`src/rtl/spi_trig_pkg.sv`:
```
// -----------------------------------------------------------------------------
// spi_trig_pkg
// Shared definitions for the SPI receive-side trigger.
//   state_t  : receiver FSM state (IDLE waiting for a frame, RX inside a frame)
//   SYNC_MIN : smallest usable synchronizer depth
// -----------------------------------------------------------------------------
package spi_trig_pkg;

  typedef enum logic [0:0] {
    IDLE = 1'b0,
    RX   = 1'b1
  } state_t;

  localparam int SYNC_MIN = 2;

endpackage

```
`src/rtl/spi_sync_edge.sv`:
```
// -----------------------------------------------------------------------------
// spi_sync_edge
// Multi-flop synchronizer for one asynchronous input, with edge strobes taken
// from the last two stages.
//   clk, rst : system clock, asynchronous active-high reset
//   din      : asynchronous input
//   sync     : synchronized level (last stage)
//   rise     : one-cycle pulse, last-but-one stage high while last stage low
//   fall     : one-cycle pulse, last-but-one stage low while last stage high
// Parameters: STAGES (>= 2) flop count, RST_VAL value loaded by reset.
// -----------------------------------------------------------------------------
module spi_sync_edge #(
  parameter int   STAGES  = 2,
  parameter logic RST_VAL = 1'b0
) (
  input  logic clk,
  input  logic rst,
  input  logic din,
  output logic sync,
  output logic rise,
  output logic fall
);

  logic [STAGES-1:0] q_r;

  // Shift chain: stage 0 takes the raw pin, the highest stage is the output.
  always_ff @(posedge clk or posedge rst) begin
    if (rst) begin
      q_r <= {STAGES{RST_VAL}};
    end else begin
      q_r <= {q_r[STAGES-2:0], din};
    end
  end

  assign sync = q_r[STAGES-1];
  assign rise = q_r[STAGES-2] & ~q_r[STAGES-1];
  assign fall = ~q_r[STAGES-2] & q_r[STAGES-1];

endmodule

```
`src/rtl/spi_rx_trig_param.sv`:
```
// -----------------------------------------------------------------------------
// spi_rx_trig_param
// Passive SPI receive-side trigger. Snoops SS_n/SCLK/MOSI oversampled by clk,
// captures a frame of len_m1+1 bits (MSB- or LSB-first) and compares it with a
// masked pattern when SS_n returns high.
//   clk, rst        : system clock, asynchronous active-high reset
//   SS_n/SCLK/MOSI  : SPI bus, asynchronous to clk
//   edg             : 1 = sample on SCLK rise, 0 = on fall   (latched per frame)
//   lsb_first       : 1 = first received bit lands in bit 0  (latched per frame)
//   len_m1          : frame length minus one                 (latched per frame)
//   mask, match     : compare mask/pattern, sampled at frame evaluation
//   trig            : one-cycle pulse, valid frame matched
//   rx_valid        : one-cycle pulse, correctly sized frame
//   frame_err       : one-cycle pulse, short or over-length frame
//   rx_data         : last valid frame, right-aligned, held until the next one
// -----------------------------------------------------------------------------
module spi_rx_trig_param
  import spi_trig_pkg::*;
#(
  parameter  int MAX_LEN     = 32,
  parameter  int SYNC_STAGES = 2,
  localparam int LENW        = $clog2(MAX_LEN)
) (
  input  logic               clk,
  input  logic               rst,
  input  logic               SS_n,
  input  logic               SCLK,
  input  logic               MOSI,
  input  logic               edg,
  input  logic               lsb_first,
  input  logic [LENW-1:0]    len_m1,
  input  logic [MAX_LEN-1:0] mask,
  input  logic [MAX_LEN-1:0] match,
  output logic               trig,
  output logic               rx_valid,
  output logic               frame_err,
  output logic [MAX_LEN-1:0] rx_data
);

  localparam int               SYNC_N   = (SYNC_STAGES < SYNC_MIN) ? SYNC_MIN : SYNC_STAGES;
  localparam logic [MAX_LEN-1:0] ALL_ONES = {MAX_LEN{1'b1}};

  logic               ss_sync_s, ss_rise_s, ss_fall_s;
  logic               sclk_sync_s, sclk_rise_s, sclk_fall_s;
  logic               unused_edges_s;
  logic [SYNC_N:0]    mosi_q_r;
  logic [SYNC_N-1:0]  fill_r;
  logic               mosi_bit_s;
  logic               sample_s;
  logic [LENW:0]      len_p1_s;
  logic               full_s;
  logic [MAX_LEN-1:0] lenmask_s;
  logic               hit_s;

  state_t             state_r;
  logic               armed_r;
  logic               edg_r;
  logic               lsb_r;
  logic [LENW-1:0]    len_r;
  logic [MAX_LEN-1:0] sr_r;
  logic [LENW:0]      bit_cnt_r;
  logic               ovf_r;
  logic               trig_r;
  logic               rx_valid_r;
  logic               frame_err_r;
  logic [MAX_LEN-1:0] rx_data_r;

  // SS_n idles high, so its chain resets to 1.
  spi_sync_edge #(.STAGES(SYNC_N), .RST_VAL(1'b1)) u_ss_sync (
    .clk  (clk),
    .rst  (rst),
    .din  (SS_n),
    .sync (ss_sync_s),
    .rise (ss_rise_s),
    .fall (ss_fall_s)
  );

  // SCLK carries one extra stage so its edges line up with the MOSI chain.
  spi_sync_edge #(.STAGES(SYNC_N + 1), .RST_VAL(1'b0)) u_sclk_sync (
    .clk  (clk),
    .rst  (rst),
    .din  (SCLK),
    .sync (sclk_sync_s),
    .rise (sclk_rise_s),
    .fall (sclk_fall_s)
  );

  assign unused_edges_s = ^{ss_rise_s, ss_fall_s, sclk_sync_s};

  // MOSI synchronizer, same depth as SCLK; the last stage holds the bit that
  // was on the wire just before the detected SCLK edge.
  always_ff @(posedge clk or posedge rst) begin
    if (rst) begin
      mosi_q_r <= {(SYNC_N + 1){1'b0}};
    end else begin
      mosi_q_r <= {mosi_q_r[SYNC_N-1:0], MOSI};
    end
  end

  // The SS_n chain holds its reset value until SYNC_N real samples have passed
  // through it; arming waits for that so a frame already running at reset
  // release is not mistaken for an idle bus.
  always_ff @(posedge clk or posedge rst) begin
    if (rst) begin
      fill_r <= {SYNC_N{1'b0}};
    end else begin
      fill_r <= {fill_r[SYNC_N-2:0], 1'b1};
    end
  end

  assign mosi_bit_s = mosi_q_r[SYNC_N];
  assign sample_s   = edg_r ? sclk_rise_s : sclk_fall_s;
  assign len_p1_s   = {1'b0, len_r} + {{LENW{1'b0}}, 1'b1};
  assign full_s     = (bit_cnt_r == len_p1_s);
  // Shifting by MAX_LEN yields zero, giving an all-ones mask for full length.
  assign lenmask_s  = ~(ALL_ONES << len_p1_s);
  assign hit_s      = (((sr_r ^ match) & mask & lenmask_s) == {MAX_LEN{1'b0}});

  // Receive FSM, frame capture and registered frame evaluation.
  always_ff @(posedge clk or posedge rst) begin
    if (rst) begin
      state_r     <= IDLE;
      armed_r     <= 1'b0;
      edg_r       <= 1'b0;
      lsb_r       <= 1'b0;
      len_r       <= {LENW{1'b0}};
      sr_r        <= {MAX_LEN{1'b0}};
      bit_cnt_r   <= {(LENW + 1){1'b0}};
      ovf_r       <= 1'b0;
      trig_r      <= 1'b0;
      rx_valid_r  <= 1'b0;
      frame_err_r <= 1'b0;
      rx_data_r   <= {MAX_LEN{1'b0}};
    end else begin
      trig_r      <= 1'b0;
      rx_valid_r  <= 1'b0;
      frame_err_r <= 1'b0;
      case (state_r)
        IDLE: begin
          if (fill_r[SYNC_N-1] && ss_sync_s) begin
            armed_r <= 1'b1;
          end
          if (armed_r && !ss_sync_s) begin
            state_r   <= RX;
            edg_r     <= edg;
            lsb_r     <= lsb_first;
            len_r     <= len_m1;
            sr_r      <= {MAX_LEN{1'b0}};
            bit_cnt_r <= {(LENW + 1){1'b0}};
            ovf_r     <= 1'b0;
          end
        end
        RX: begin
          if (ss_sync_s) begin
            // End of frame; a sample edge in this cycle is dropped.
            state_r <= IDLE;
            if (full_s && !ovf_r) begin
              rx_valid_r <= 1'b1;
              rx_data_r  <= sr_r;
              trig_r     <= hit_s;
            end else begin
              frame_err_r <= 1'b1;
            end
          end else if (sample_s) begin
            if (full_s) begin
              ovf_r <= 1'b1;
            end else begin
              if (lsb_r) begin
                sr_r[bit_cnt_r[LENW-1:0]] <= mosi_bit_s;
              end else begin
                sr_r <= {sr_r[MAX_LEN-2:0], mosi_bit_s};
              end
              bit_cnt_r <= bit_cnt_r + {{LENW{1'b0}}, 1'b1};
            end
          end
        end
        default: begin
          state_r <= IDLE;
        end
      endcase
    end
  end

  assign trig      = trig_r;
  assign rx_valid  = rx_valid_r;
  assign frame_err = frame_err_r;
  assign rx_data   = rx_data_r;

endmodule

```
`config.mk`:
```
export PLATFORM = sky130hd
export DESIGN_NAME = spi_rx_trig_param
export DESIGN_NICKNAME = d
export VERILOG_FILES = /design/src/rtl/spi_trig_pkg.sv /design/src/rtl/spi_sync_edge.sv /design/src/rtl/spi_rx_trig_param.sv
export SDC_FILE = /design/constraint.sdc
export NUM_CORES = 1
export LEC_CHECK = 0
export CELL_PAD_IN_SITES_DETAIL_PLACEMENT = 0
export CELL_PAD_IN_SITES_GLOBAL_PLACEMENT = 1
export CORE_ASPECT_RATIO = 1.1
export CORE_MARGIN = 1.5
export CORE_UTILIZATION = 44
export CTS_BUF_LIST = sky130_fd_sc_hd__clkbuf_8
export DETAILED_ROUTE_END_ITERATION = 6
export PLACE_DENSITY_LB_ADDON = 0.3
export REMOVE_ABC_BUFFERS = 1
export SKIP_LAST_GASP = 1
export SYNTH_ARGS = -nofsm -noshare
export SYNTH_HDL_FRONTEND = slang
export SYNTH_HIERARCHICAL = 1
export SYNTH_SLANG_ARGS = --single-unit
```
`constraint.sdc`:
```
create_clock -name clk -period 4.2 [get_ports clk]
set_input_delay 0.84 -clock clk [delete_from_list [all_inputs] [get_ports clk]]
set_output_delay 0.84 -clock clk [all_outputs]
set_load 0.02 [all_outputs]
```
==> reports/results.tsv, run 1 <==
stage	metric	value	unit
clocking	clock tree root buffer cell	clkbuf_8	
clocking	setup bufs post-CTS	0	
sta	fin crit share	76.35	%
floorplanning	initial core utilization	45.47	%
critical_path	CP Class	flip-flop to flip-flop	
power_and_ir_drop	PD cells	311.6	mW/mm2
routing	Starting DRT DRC Count	399	
routing	first drt pass iteration count	5	
global_route	grt ovf	0	
critical_path	Slowest-stage cell, CP	or4_2	
floorplanning	Die ar.	0.01259	mm2
critical_path	CP max FO	17	
global_route	vias in the first global route	4518	
critical_path	Worst R2R Start	len_r[0]	
global_route	initial antenna violation count	0	
routing	vias per cell	5.809	
global_route	GRT busiest layer	met2	
sta	Worst Max-Slew Pin Slew	0.9927	ns
sta	TNS Setup	0	ns
global_route	Total GRT Usage	25.69	%
global_route	first-pass GRT wire length	24740	um
place	dpl ws	1.009	ns
routing	Post-Route WL	15750	um
place	estimated wirelength of the detail-placed design	11190	um
critical_path	CP endpoint	rx_data[7]	
cells_and_area	ant diodes	0	
place	Placed Area	0.006407	mm2
sta	RSZ-0062 raised after global routing	no	
sta	relative slew slack	33.68	%
synthesis	Post-Syn Area per Cell	9.960	um2
cells_and_area	layout cells sized above 1	11.38	%
global_route	GR Layer Usage met2	43.15	%
critical_path	CP Depth	9	
critical_path	r2r setup slk	0.99	ns
clocking	clk slew on worst S/H paths	0.10	ns
critical_path	crit start category	flip-flop	
global_route	M1 GR Usage	32.79	%
critical_path	Crit path required time	4.45	ns
routing	via count	4496	
floorplanning	Die Y	117.6	um
sta	Highest Clock Rate	311.9	MHz
cells_and_area	Final #Nets	704	
power_and_ir_drop	Peak VDD IR	0.1697	mV
critical_path	Setup crit start	len_r[0]	
clocking	CTS tree	done	
sta	fin crit period	3.206	ns
clocking	Worst-Skew Late Latency	0.37	ns
synthesis	Ys Warns	6	
sta	PnR worst setup slack	0.9935	ns
floorplanning	row cnt	41	
critical_path	Register-to-Register Path Depth	9	
routing	WL/cell	20.35	um
critical_path	crit-path most repeated cell	ha_1	
sta	Final Hold Viols	0	
place	IO buf count	110	
synthesis	Cell Area, Synth	0.005249	mm2
critical_path	reg2reg end	rx_data[7]	
run_status	outcome	complete, no violations	
worst_hold_path	hold_sp	u_ss_sync/q_r[0]	
routing	Antenna Nets Post-Route	0	
critical_path	crit path DAT	3.46	ns
critical_path	max incr delay on CP	0.66	ns
synthesis	Syn Inst Count	527	
floorplanning	num ports	111	
floorplanning	area of the core	0.01154	mm2
global_route	met3 GRT Util	4.485	%
critical_path	worst path cell trace	ha_1 > inv_1 > ha_1 > xnor2_1 > nor3_1 > o211ai_2 > or4_2 > buf_4 > mux2_4	
cells_and_area	area grow syn2layout	26.08	%
critical_path	Critical Path End Type	flip-flop	
clocking	Clock Sinks	93	
place	Placer Congestion	0.9682	
floorplanning	Die Wd	107.1	um
clocking	Max Buffers Root-to-Sink	2	
power_and_ir_drop	leakage	2.958	nW
critical_path	crit path buf inv count	2	
cells_and_area	fin area	0.006618	mm2
job	max cap viols	0	
sta	final setup vio count	0	
clocking	Post-CTS Resized	0	
sta	max-slew violations	0	
global_route	largest net degree at the start of global routing	44	
worst_hold_path	Worst Hold Class	flip-flop to flip-flop	
sta	Post-Route Skew	0.01372	ns
clocking	CTS Buf Count	9	
clocking	# hold bufs at CTS	0	
clocking	H-tree Lvls	3	
routing	DR DRC count	0	
critical_path	delay-heaviest family, CP	simple AND/OR/NAND/NOR gates	
==> stage by stage <==
step                util [%]  hold WS (ns)  cells  total power, W
finish                 57.33        0.3591    774        0.002062
floorplan                  -        0.3312    491        0.001215
CTS                    57.33        0.3609    774        0.002066
global route           57.33        0.3703    774        0.002146
detailed placement     55.51        0.3370    758        0.001427
global placement       55.51        0.3354    758        0.001420
==> worst min-delay path by stage <==
stage                         end  slack, ns  cells past startpoint
2_1_floorplan           fill_r[1]       0.33                      0
3_3_place_gp   u_sclk_sync/q_r[1]       0.34                      0
3_5_place_dp          mosi_q_r[1]       0.34                      0
4_1_cts          u_ss_sync/q_r[1]       0.36                      0
5_1_grt          u_ss_sync/q_r[1]       0.37                      0
6_report         u_ss_sync/q_r[1]       0.36                      0
==> flip-flops by register name, indices dropped and copies added, names as in the netlist <==
register	cells
armed_r	1
bit_cnt_r	6
edg_r	1
fill_r	2
frame_err	1
len_r	5
lsb_r	1
mosi_q_r	3
ovf_r	1
rx_data	32
rx_valid	1
sr_r	32
state_r	1
trig	1
u_sclk_sync/q_r	3
u_ss_sync/q_r	2
==> routing by layer <==
| layer | vias to the layer above | wire length [um] |
|---|---|---|
| met2 | 205 | 7755 |
| met3 | 30 | 1215 |
| met4 | 0 | 387 |
| met5 | - | 0 |
| met1 | 2198 | 6391 |
| li1 | 2063 | - |
==> cell usage in the layout, fill, tap and decap left out, types with 3 or more instances in the layout <==
cell type	n
a211oi_1	3
a21boi_0	3
a21oi_1	72
a222oi_1	3
a22oi_1	6
a31oi_1	3
a32oi_1	3
and3_1	7
buf_4	7
clkbuf_8	11
clkdlybuf4s50_1	110
dfrtp_1	91
ha_1	9
inv_1	14
mux2_2	10
mux2_4	28
nand2_1	26
nand3_1	15
nand3b_1	3
nor2_1	8
nor2b_1	32
nor3_1	4
nor3b_1	3
o21ai_0	69
o21ai_1	3
o41ai_1	3
or4_1	3
xnor2_1	7
xor2_1	33
==> area by class of cell <==
cell class | count | area (um2)
Inverter | 14 | 53.80
Clock buffer | 11 | 151.4
Clock inverter | 5 | 58.81
Fill cell | 1022 | 4925
Tap cell | 150 | 187.7
Timing Repair Buffer | 117 | 1154
Multi-Input combinational cell | 384 | 2683
Sequential cell | 93 | 2330
==> worst register-to-register path: stages (launching register included) <==
cell	delay [ns]
dfrtp_1	0.50
ha_1	0.22
inv_1	0.06
ha_1	0.51
xnor2_1	0.11
nor3_1	0.24
o211ai_2	0.18
or4_2	0.66
buf_4	0.26
mux2_4	0.35
==> power breakdown <==
part / total, W / switching (W) / internal [W]
combinational: 0.000446 / 0.000259 / 0.000187
clock: 0.000648 / 0.000338 / 0.000309
sequential: 0.000968 / 0.0000468 / 0.000921
(Power assumes the default switching activity.)
==> run 2: changes to the inputs <==
--- a/config.mk
+++ b/config.mk
@@ -9,7 +9,7 @@
 export CELL_PAD_IN_SITES_GLOBAL_PLACEMENT = 1
 export CORE_ASPECT_RATIO = 1.1
 export CORE_MARGIN = 1.5
-export CORE_UTILIZATION = 44
+export CORE_UTILIZATION = 41
 export CTS_BUF_LIST = sky130_fd_sc_hd__clkbuf_8
 export DETAILED_ROUTE_END_ITERATION = 6
 export PLACE_DENSITY_LB_ADDON = 0.3
==> constraint.sdc (replaced) <==
create_clock -name clk -period 3 [get_ports clk]
set_input_delay 0.6 -clock clk [delete_from_list [all_inputs] [get_ports clk]]
set_output_delay 0.6 -clock clk [all_outputs]
set_load 0.02 [all_outputs]
==> run 2 against run 1 <==
Against the previous run:
- fmax rose by 12%
- critical path type unchanged
- highest routed layer unchanged
- sequential power rose by 38%
- clock power rose by 30%
- die area rose by 7.1%
- critical endpoint is now rx_data[5]
- count of clock-buffer cells in the layout fell by 1
- final cell count rose by 2.6%
==> reports/results.tsv, run 2 (same netlist as run 1, synthesis figures left out) <==
stage	metric	value	unit	change
run_status	outcome	complete, no violations		
cells_and_area	layout cells sized above 1	12.87	%	+1.5 points
cells_and_area	most common cell after layout, fill and taps aside	clkdlybuf4s50_1		
floorplanning	Die Wd	110.9	um	+3.5%
clocking	Max Buffers Root-to-Sink	2		unchanged
routing	first drt pass iteration count	5		unchanged
critical_path	worst path cell trace	ha_1 > inv_1 > ha_1 > xnor2_1 > nor3_1 > o211ai_2 > or4_2 > buf_12 > mux2_4		
cells_and_area	Final #Nets	717		+1.8%
critical_path	CP max FO	25		+8
cells_and_area	FF+latch area	0.002330	mm2	unchanged
worst_hold_path	Worst Hold Class	flip-flop to flip-flop		
sta	Highest Clock Rate	349.4	MHz	+12%
worst_hold_path	Hold Crit Depth	0		unchanged
cells_and_area	area of the multi-input gates	0.002683	mm2	unchanged
critical_path	reg2reg end	rx_data[5]		
routing	vias per cell	5.759		-0.85%
global_route	vias in the first global route	4508		-0.22%
cells_and_area	Final Non-Filler Cells	794		+2.6%
clocking	CTS Buf Count	9		unchanged
clocking	setup bufs post-CTS	0		unchanged
worst_hold_path	hold path endpoint	mosi_q_r[1]		
critical_path	r2r setup slk	0.14	ns	-0.86 ns
floorplanning	Die ar.	0.01349	mm2	+7.1%
floorplanning	Die Y	121.7	um	+3.5%
routing	Post-Route WL	15930	um	+1.1%
routing	via count	4573		+1.7%
place	Placer Congestion	0.9373		-3.2%
clocking	Post-CTS Resized	0		unchanged
global_route	largest net degree at the start of global routing	34		-23%
sta	Worst Max-Slew Pin Slew	0.9637	ns	-0.02890 ns
place	Placed Cells	778		+2.6%
clocking	CTS tree	done		
sta	relative slew slack	35.61	%	+1.9 points
power_and_ir_drop	PD cells	427.4	mW/mm2	+37%
critical_path	Slowest-stage cell, CP	or4_2		
sta	PnR worst setup slack	0.1376	ns	-0.8559 ns
power_and_ir_drop	leakage	3.034	nW	+2.6%
floorplanning	num ports	111		unchanged
clocking	H-tree Lvls	3		unchanged
critical_path	crit-path most repeated cell	ha_1		
clocking	Worst-Skew Late Latency	0.38	ns	about the same
floorplanning	initial core utilization	41.87	%	-3.6 points
critical_path	Critical Path End Type	flip-flop		
critical_path	Crit path required time	3.26	ns	-1.19 ns
job	max cap viols	0		unchanged
critical_path	delay-heaviest family, CP	simple AND/OR/NAND/NOR gates		
critical_path	Worst R2R Start	len_r[0]		
global_route	first-pass GRT wire length	24760	um	about the same
place	IO buf count	110		unchanged
sta	Final Hold Viols	0		unchanged
cells_and_area	Filler Cells Inserted	1168		+14%
place	estimated wirelength of the detail-placed design	11600	um	+3.7%
routing	WL/cell	20.06	um	-1.4%
critical_path	crit path DAT	3.12	ns	-0.34 ns
cells_and_area	most frequent cells in the layout	clkdlybuf4s50_1 (110), dfrtp_1 (91), a21oi_1 (72), o21ai_0 (69), xor2_1 (33)		
clocking	# hold bufs at CTS	0		unchanged
global_route	initial antenna violation count	0		unchanged
sta	TNS Setup	0	ns	unchanged
critical_path	max incr delay on CP	0.71	ns	+0.05 ns
critical_path	crit path buf inv count	2		unchanged
worst_hold_path	hold_sp	mosi_q_r[0]		
floorplanning	area of the core	0.01254	mm2	+8.6%
critical_path	crit start category	flip-flop		
sta	max-slew violations	0		unchanged
sta	final setup vio count	0		unchanged
sta	RSZ-0062 raised after global routing	no		
clocking	clock tree root buffer cell	clkbuf_8		
routing	Starting DRT DRC Count	265		-34%
global_route	grt ovf	0		unchanged
power_and_ir_drop	Peak VDD IR	0.2962	mV	+75%
sta	fin crit period	2.862	ns	-0.3441 ns
cells_and_area	ant diodes	0		unchanged
floorplanning	row cnt	43		+4.9%
critical_path	Register-to-Register Path Depth	9		unchanged
routing	Antenna Nets Post-Route	0		unchanged
cells_and_area	area grow syn2layout	28.30	%	
place	dpl ws	0.1653	ns	-0.8441 ns
clocking	Clock Sinks	93		unchanged
routing	DR DRC count	0		unchanged
clocking	clk slew on worst S/H paths	0.09	ns	about the same
global_route	Total GRT Usage	23.73	%	-2.0 points
sta	Post-Route Skew	0.01737	ns	+0.003650 ns
sta	fin crit share	95.41	%	+19 points
critical_path	CP Class	flip-flop to flip-flop		
run 2: worst max-delay path by stage:
stage,start,end,cells after the start
finish,len_r[0],rx_data[5],9
global route,len_r[0],rx_data[13],9
CTS,len_r[0],rx_data[21],9
detailed placement,len_r[0],rx_data[8],9
global placement,match[0],trig,7
floorplan,len_r[1],bit_cnt_r[3],9
run 2: cell type report:
cell class | instances | share of cell area [%]
repair buffers | 130 | 18.95
clock inverters | 6 | 0.8547
well taps | 157 | 2.917
inverters | 14 | 0.7990
clock buffers | 10 | 2.044
flip-flops and latches | 93 | 34.60
multi-input cells | 384 | 39.84
run 2: layer usage:
metal / global-route usage, % / vias up / wire, um
li1: - / 2089 / -
met5: 0 / - / 0
met4: 10.58 / 0 / 380
met3: 4.776 / 32 / 1125
met2: 39.08 / 221 / 7625
met1: 30.44 / 2231 / 6795
run 2: report_power, final:
part	switching (W)	internal (W)	total, W
Sequential	0.0000526	0.00129	0.00134
Clock	0.000444	0.000401	0.000845
Combinational	0.000396	0.000295	0.000691
run 2: worst register-to-register path, stage by stage, from the launching register on:
cell and delay, ns:
dfrtp_1 0.39, ha_1 0.22, inv_1 0.08, ha_1 0.25, xnor2_1 0.14, nor3_1 0.23
o211ai_2 0.20, or4_2 0.71, buf_12 0.21, mux2_4 0.34
run 2: through the flow:
step                instance area [um2]  hold slack [ns]  utilization [%]  power [W]
global route                       6734           0.3727            53.72   0.002998
finish                             6734           0.3594            53.72   0.002878
floorplan                          5050           0.3312                -   0.001700
global placement                   6539           0.3328            52.16   0.002036
CTS                                6734           0.3636            53.72   0.002883
detailed placement                 6539           0.3428            52.16   0.002046
==> run 3: changes to the inputs <==
--- a/config.mk
+++ b/config.mk
@@ -9,8 +9,8 @@
 export CELL_PAD_IN_SITES_GLOBAL_PLACEMENT = 1
 export CORE_ASPECT_RATIO = 1.1
 export CORE_MARGIN = 1.5
-export CORE_UTILIZATION = 41
-export CTS_BUF_LIST = sky130_fd_sc_hd__clkbuf_8
+export CORE_UTILIZATION = 36
+export CTS_BUF_LIST = sky130_fd_sc_hd__clkbuf_4 sky130_fd_sc_hd__clkbuf_8 sky130_fd_sc_hd__clkbuf_16
 export DETAILED_ROUTE_END_ITERATION = 6
 export PLACE_DENSITY_LB_ADDON = 0.3
 export REMOVE_ABC_BUFFERS = 1
==> constraint.sdc (replaced) <==
create_clock -name clk -period 2.56 [get_ports clk]
set_input_delay 0.512 -clock clk [delete_from_list [all_inputs] [get_ports clk]]
set_output_delay 0.512 -clock clk [all_outputs]
set_load 0.02 [all_outputs]
==> run 3 against run 2 <==
Against the previous run:
- flip-flop and latch count did not move
- clock power rose by 53%
- design area rose by 6.5%
- fmax rose by 13%
- critical path depth did not move
- first-iteration DRC count rose by 18%
- routed wire length rose by 6.2%
- critical path type unchanged
==> reports/results.tsv, run 3 (same netlist as run 1, synthesis figures left out) <==
stage	metric	value	unit	change
global_route	initial antenna violation count	1		+1
sta	fin crit share	99.28	%	+3.9 points
sta	TNS Setup	0	ns	unchanged
sta	hold_ws	0.3487	ns	-0.01064 ns
power_and_ir_drop	Seq pwr share	41.5	%	-5.1 points
critical_path	crit path DAT	2.78	ns	-0.34 ns
cells_and_area	Final Util	50.03	%	-3.7 points
power_and_ir_drop	Int Power	0.002622	W	+32%
cells_and_area	area grow syn2layout	36.59	%	
critical_path	Slowest-stage cell, CP	or4_4		
clocking	CTS Buf Count	9		unchanged
run_status	outcome	complete, no violations		
sta	Worst Max-Slew Pin Slew	0.5675	ns	-0.3963 ns
cells_and_area	Filler Cells Inserted	1304		+12%
critical_path	delay-heaviest family, CP	simple AND/OR/NAND/NOR gates		
critical_path	worst path cell trace	ha_2 > inv_2 > ha_4 > xnor2_2 > nor3_2 > o211ai_2 > or4_4 > clkbuf_16 > mux2_4		
floorplanning	Die ar.	0.01531	mm2	+14%
power_and_ir_drop	leakage	3.220	nW	+6.1%
sta	Final Hold Viols	0		unchanged
power_and_ir_drop	P_sw	0.001165	W	+30%
place	IO buf count	110		unchanged
critical_path	Critical Path End Type	flip-flop		
place	Placer Congestion	0.8203		-12%
clocking	Clock Sinks	93		unchanged
cells_and_area	most common cell after layout, fill and taps aside	clkdlybuf4s50_1		
sta	max-slew violations	0		unchanged
critical_path	crit path buf inv count	2		unchanged
floorplanning	row cnt	46		+7.0%
routing	WL/cell	19.83	um	-1.1%
global_route	grt ovf	0		unchanged
floorplanning	initial core utilization	36.62	%	-5.2 points
sta	fin crit period	2.542	ns	-0.3209 ns
clocking	CTS tree	done		
global_route	first-pass GRT wire length	25320	um	+2.3%
place	estimated wirelength of the detail-placed design	11380	um	-1.9%
sta	relative slew slack	61.82	%	+26 points
clocking	H-tree Lvls	3		unchanged
clocking	# hold bufs at CTS	0		unchanged
clocking	Max Buffers Root-to-Sink	2		unchanged
global_route	largest net degree at the start of global routing	89		+160%
floorplanning	Die Wd	118.1	um	+6.5%
worst_hold_path	Worst Hold Class	flip-flop to flip-flop		
power_and_ir_drop	PD cells	528.1	mW/mm2	+24%
cells_and_area	layout cells sized above 1	17.70	%	+4.8 points
critical_path	crit start category	flip-flop		
power_and_ir_drop	Clock power frac	34.2	%	+4.8 points
clocking	clock tree root buffer cell	clkbuf_16		
global_route	vias in the first global route	4572		+1.4%
global_route	Total GRT Usage	21.71	%	-2.0 points
sta	RSZ-0062 raised after global routing	yes		
routing	vias per cell	5.395		-6.3%
power_and_ir_drop	Comb pwr share	24.3	%	+0.3 points
floorplanning	area of the core	0.01433	mm2	+14%
critical_path	max incr delay on CP	0.60	ns	-0.11 ns
power_and_ir_drop	Peak VDD IR	0.2518	mV	-15%
critical_path	Crit path required time	2.80	ns	-0.46 ns
cells_and_area	Final #Nets	741		+3.3%
sta	final setup vio count	0		unchanged
floorplanning	Die Y	129.6	um	+6.6%
job	max cap viols	0		unchanged
routing	Post-Route WL	16920	um	+6.2%
clocking	clk slew on worst S/H paths	0.07	ns	-0.02 ns
cells_and_area	ant diodes	0		unchanged
sta	Highest Clock Rate	393.5	MHz	+13%
routing	Antenna Nets Post-Route	0		unchanged
routing	Starting DRT DRC Count	314		+18%
routing	DR DRC count	0		unchanged
routing	via count	4602		+0.63%
clocking	Worst-Skew Late Latency	0.35	ns	-0.03 ns
cells_and_area	most frequent cells in the layout	clkdlybuf4s50_1 (110), dfrtp_1 (91), a21oi_1 (72), o21ai_0 (67), buf_4 (36)		
critical_path	CP Class	flip-flop to flip-flop		
routing	first drt pass iteration count	5		unchanged
sta	Post-Route Skew	0.01244	ns	-0.004938 ns
floorplanning	num ports	111		unchanged
power_and_ir_drop	Net Sw Frac	30.76	%	-0.26 points
critical_path	CP max FO	8		-68%
run 3: cell types whose count changed in the layout (fill, tap and decap cells not counted), moves of 3 or more:
cell,change
buf_4,+18
clkbuf_16,+11
clkbuf_8,-9
inv_1,-4
ha_1,-3
or4_4,+3
run 3: power groups by stage:
| stage | combinational [W] | sequential (W) | clock (W) |
|---|---|---|---|
| floorplan | 0.000387 | 0.00161 | 0 |
| global placement | 0.000848 | 0.00159 | 0 |
| detailed placement | 0.000854 | 0.00159 | 0 |
| CTS | 0.000862 | 0.00157 | 0.00132 |
| global route | 0.000987 | 0.00158 | 0.00139 |
| finish | 0.000921 | 0.00157 | 0.00129 |
run 3: layer usage:
layer	up-vias	GRT usage, %	wire length, um	share of wire [%]
met5	-	0	12	0.071
met4	2	9.039	389	2.3
met3	26	4.533	1003	5.9
met2	172	36.01	8273	49
met1	2247	27.79	7240	43
li1	2155	-	-	-
run 3: what timing repair did:
action                     in CTS  in global routing
gates resized for setup         2                 13
setup endpoints to repair      33                 70
buffers inserted                0                  1
pin swaps                       2                  5
gates cloned                    1                  4
run 3: per-stage QoR:
| step | setup WS, ns | area (um2) | total power, W | instances |
|---|---|---|---|---|
| 2_1_floorplan | -1.403 | 5050 | 0.001993 | 491 |
| 3_5_place_dp | -0.2662 | 6718 | 0.002448 | 831 |
| 3_3_place_gp | -0.2313 | 6718 | 0.002439 | 831 |
| 6_report | 0.01849 | 7169 | 0.003786 | 853 |
| 5_1_grt | -0.08024 | 7169 | 0.003950 | 853 |
| 4_1_cts | 0.01752 | 7033 | 0.003748 | 848 |
run 3: final cells by class:
class                           instances  area, um2  area share (%)
Multi-Input combinational cell        386       2760           38.50
Sequential cell                        93       2330           32.50
Timing Repair Buffer                  152       1500           20.92
Tap cell                              192      240.2           3.351
Clock buffer                           10      239.0           3.333
Inverter                               14      53.80          0.7504
Clock inverter                          6      46.29          0.6457
run 3: final timing paths:
kind | from | end | slack (ns) | depth (start not counted)
worst max-delay path | len_r[0] | rx_data[24] | 0.02 | 9
worst min-delay path | mosi_q_r[0] | mosi_q_r[1] | 0.35 | 0
worst max register to register | len_r[0] | rx_data[24] | 0.02 | 9
worst min register to register | mosi_q_r[0] | mosi_q_r[1] | 0.35 | 0
max in group asynchronous | rst | rx_data[20] | 1.52 | 3
min in group asynchronous | rst | u_sclk_sync/q_r[1] | 0.41 | 2
run 3: worst register-to-register path, delay by kind of cell (launching register included):
family	cells	cell delay [ns]
compound gates	1	0.12
xor+xnor	1	0.13
fa+ha+maj	2	0.39
buf+inv	2	0.31
flops	1	0.40
mux	1	0.31
simple gates	2	0.78
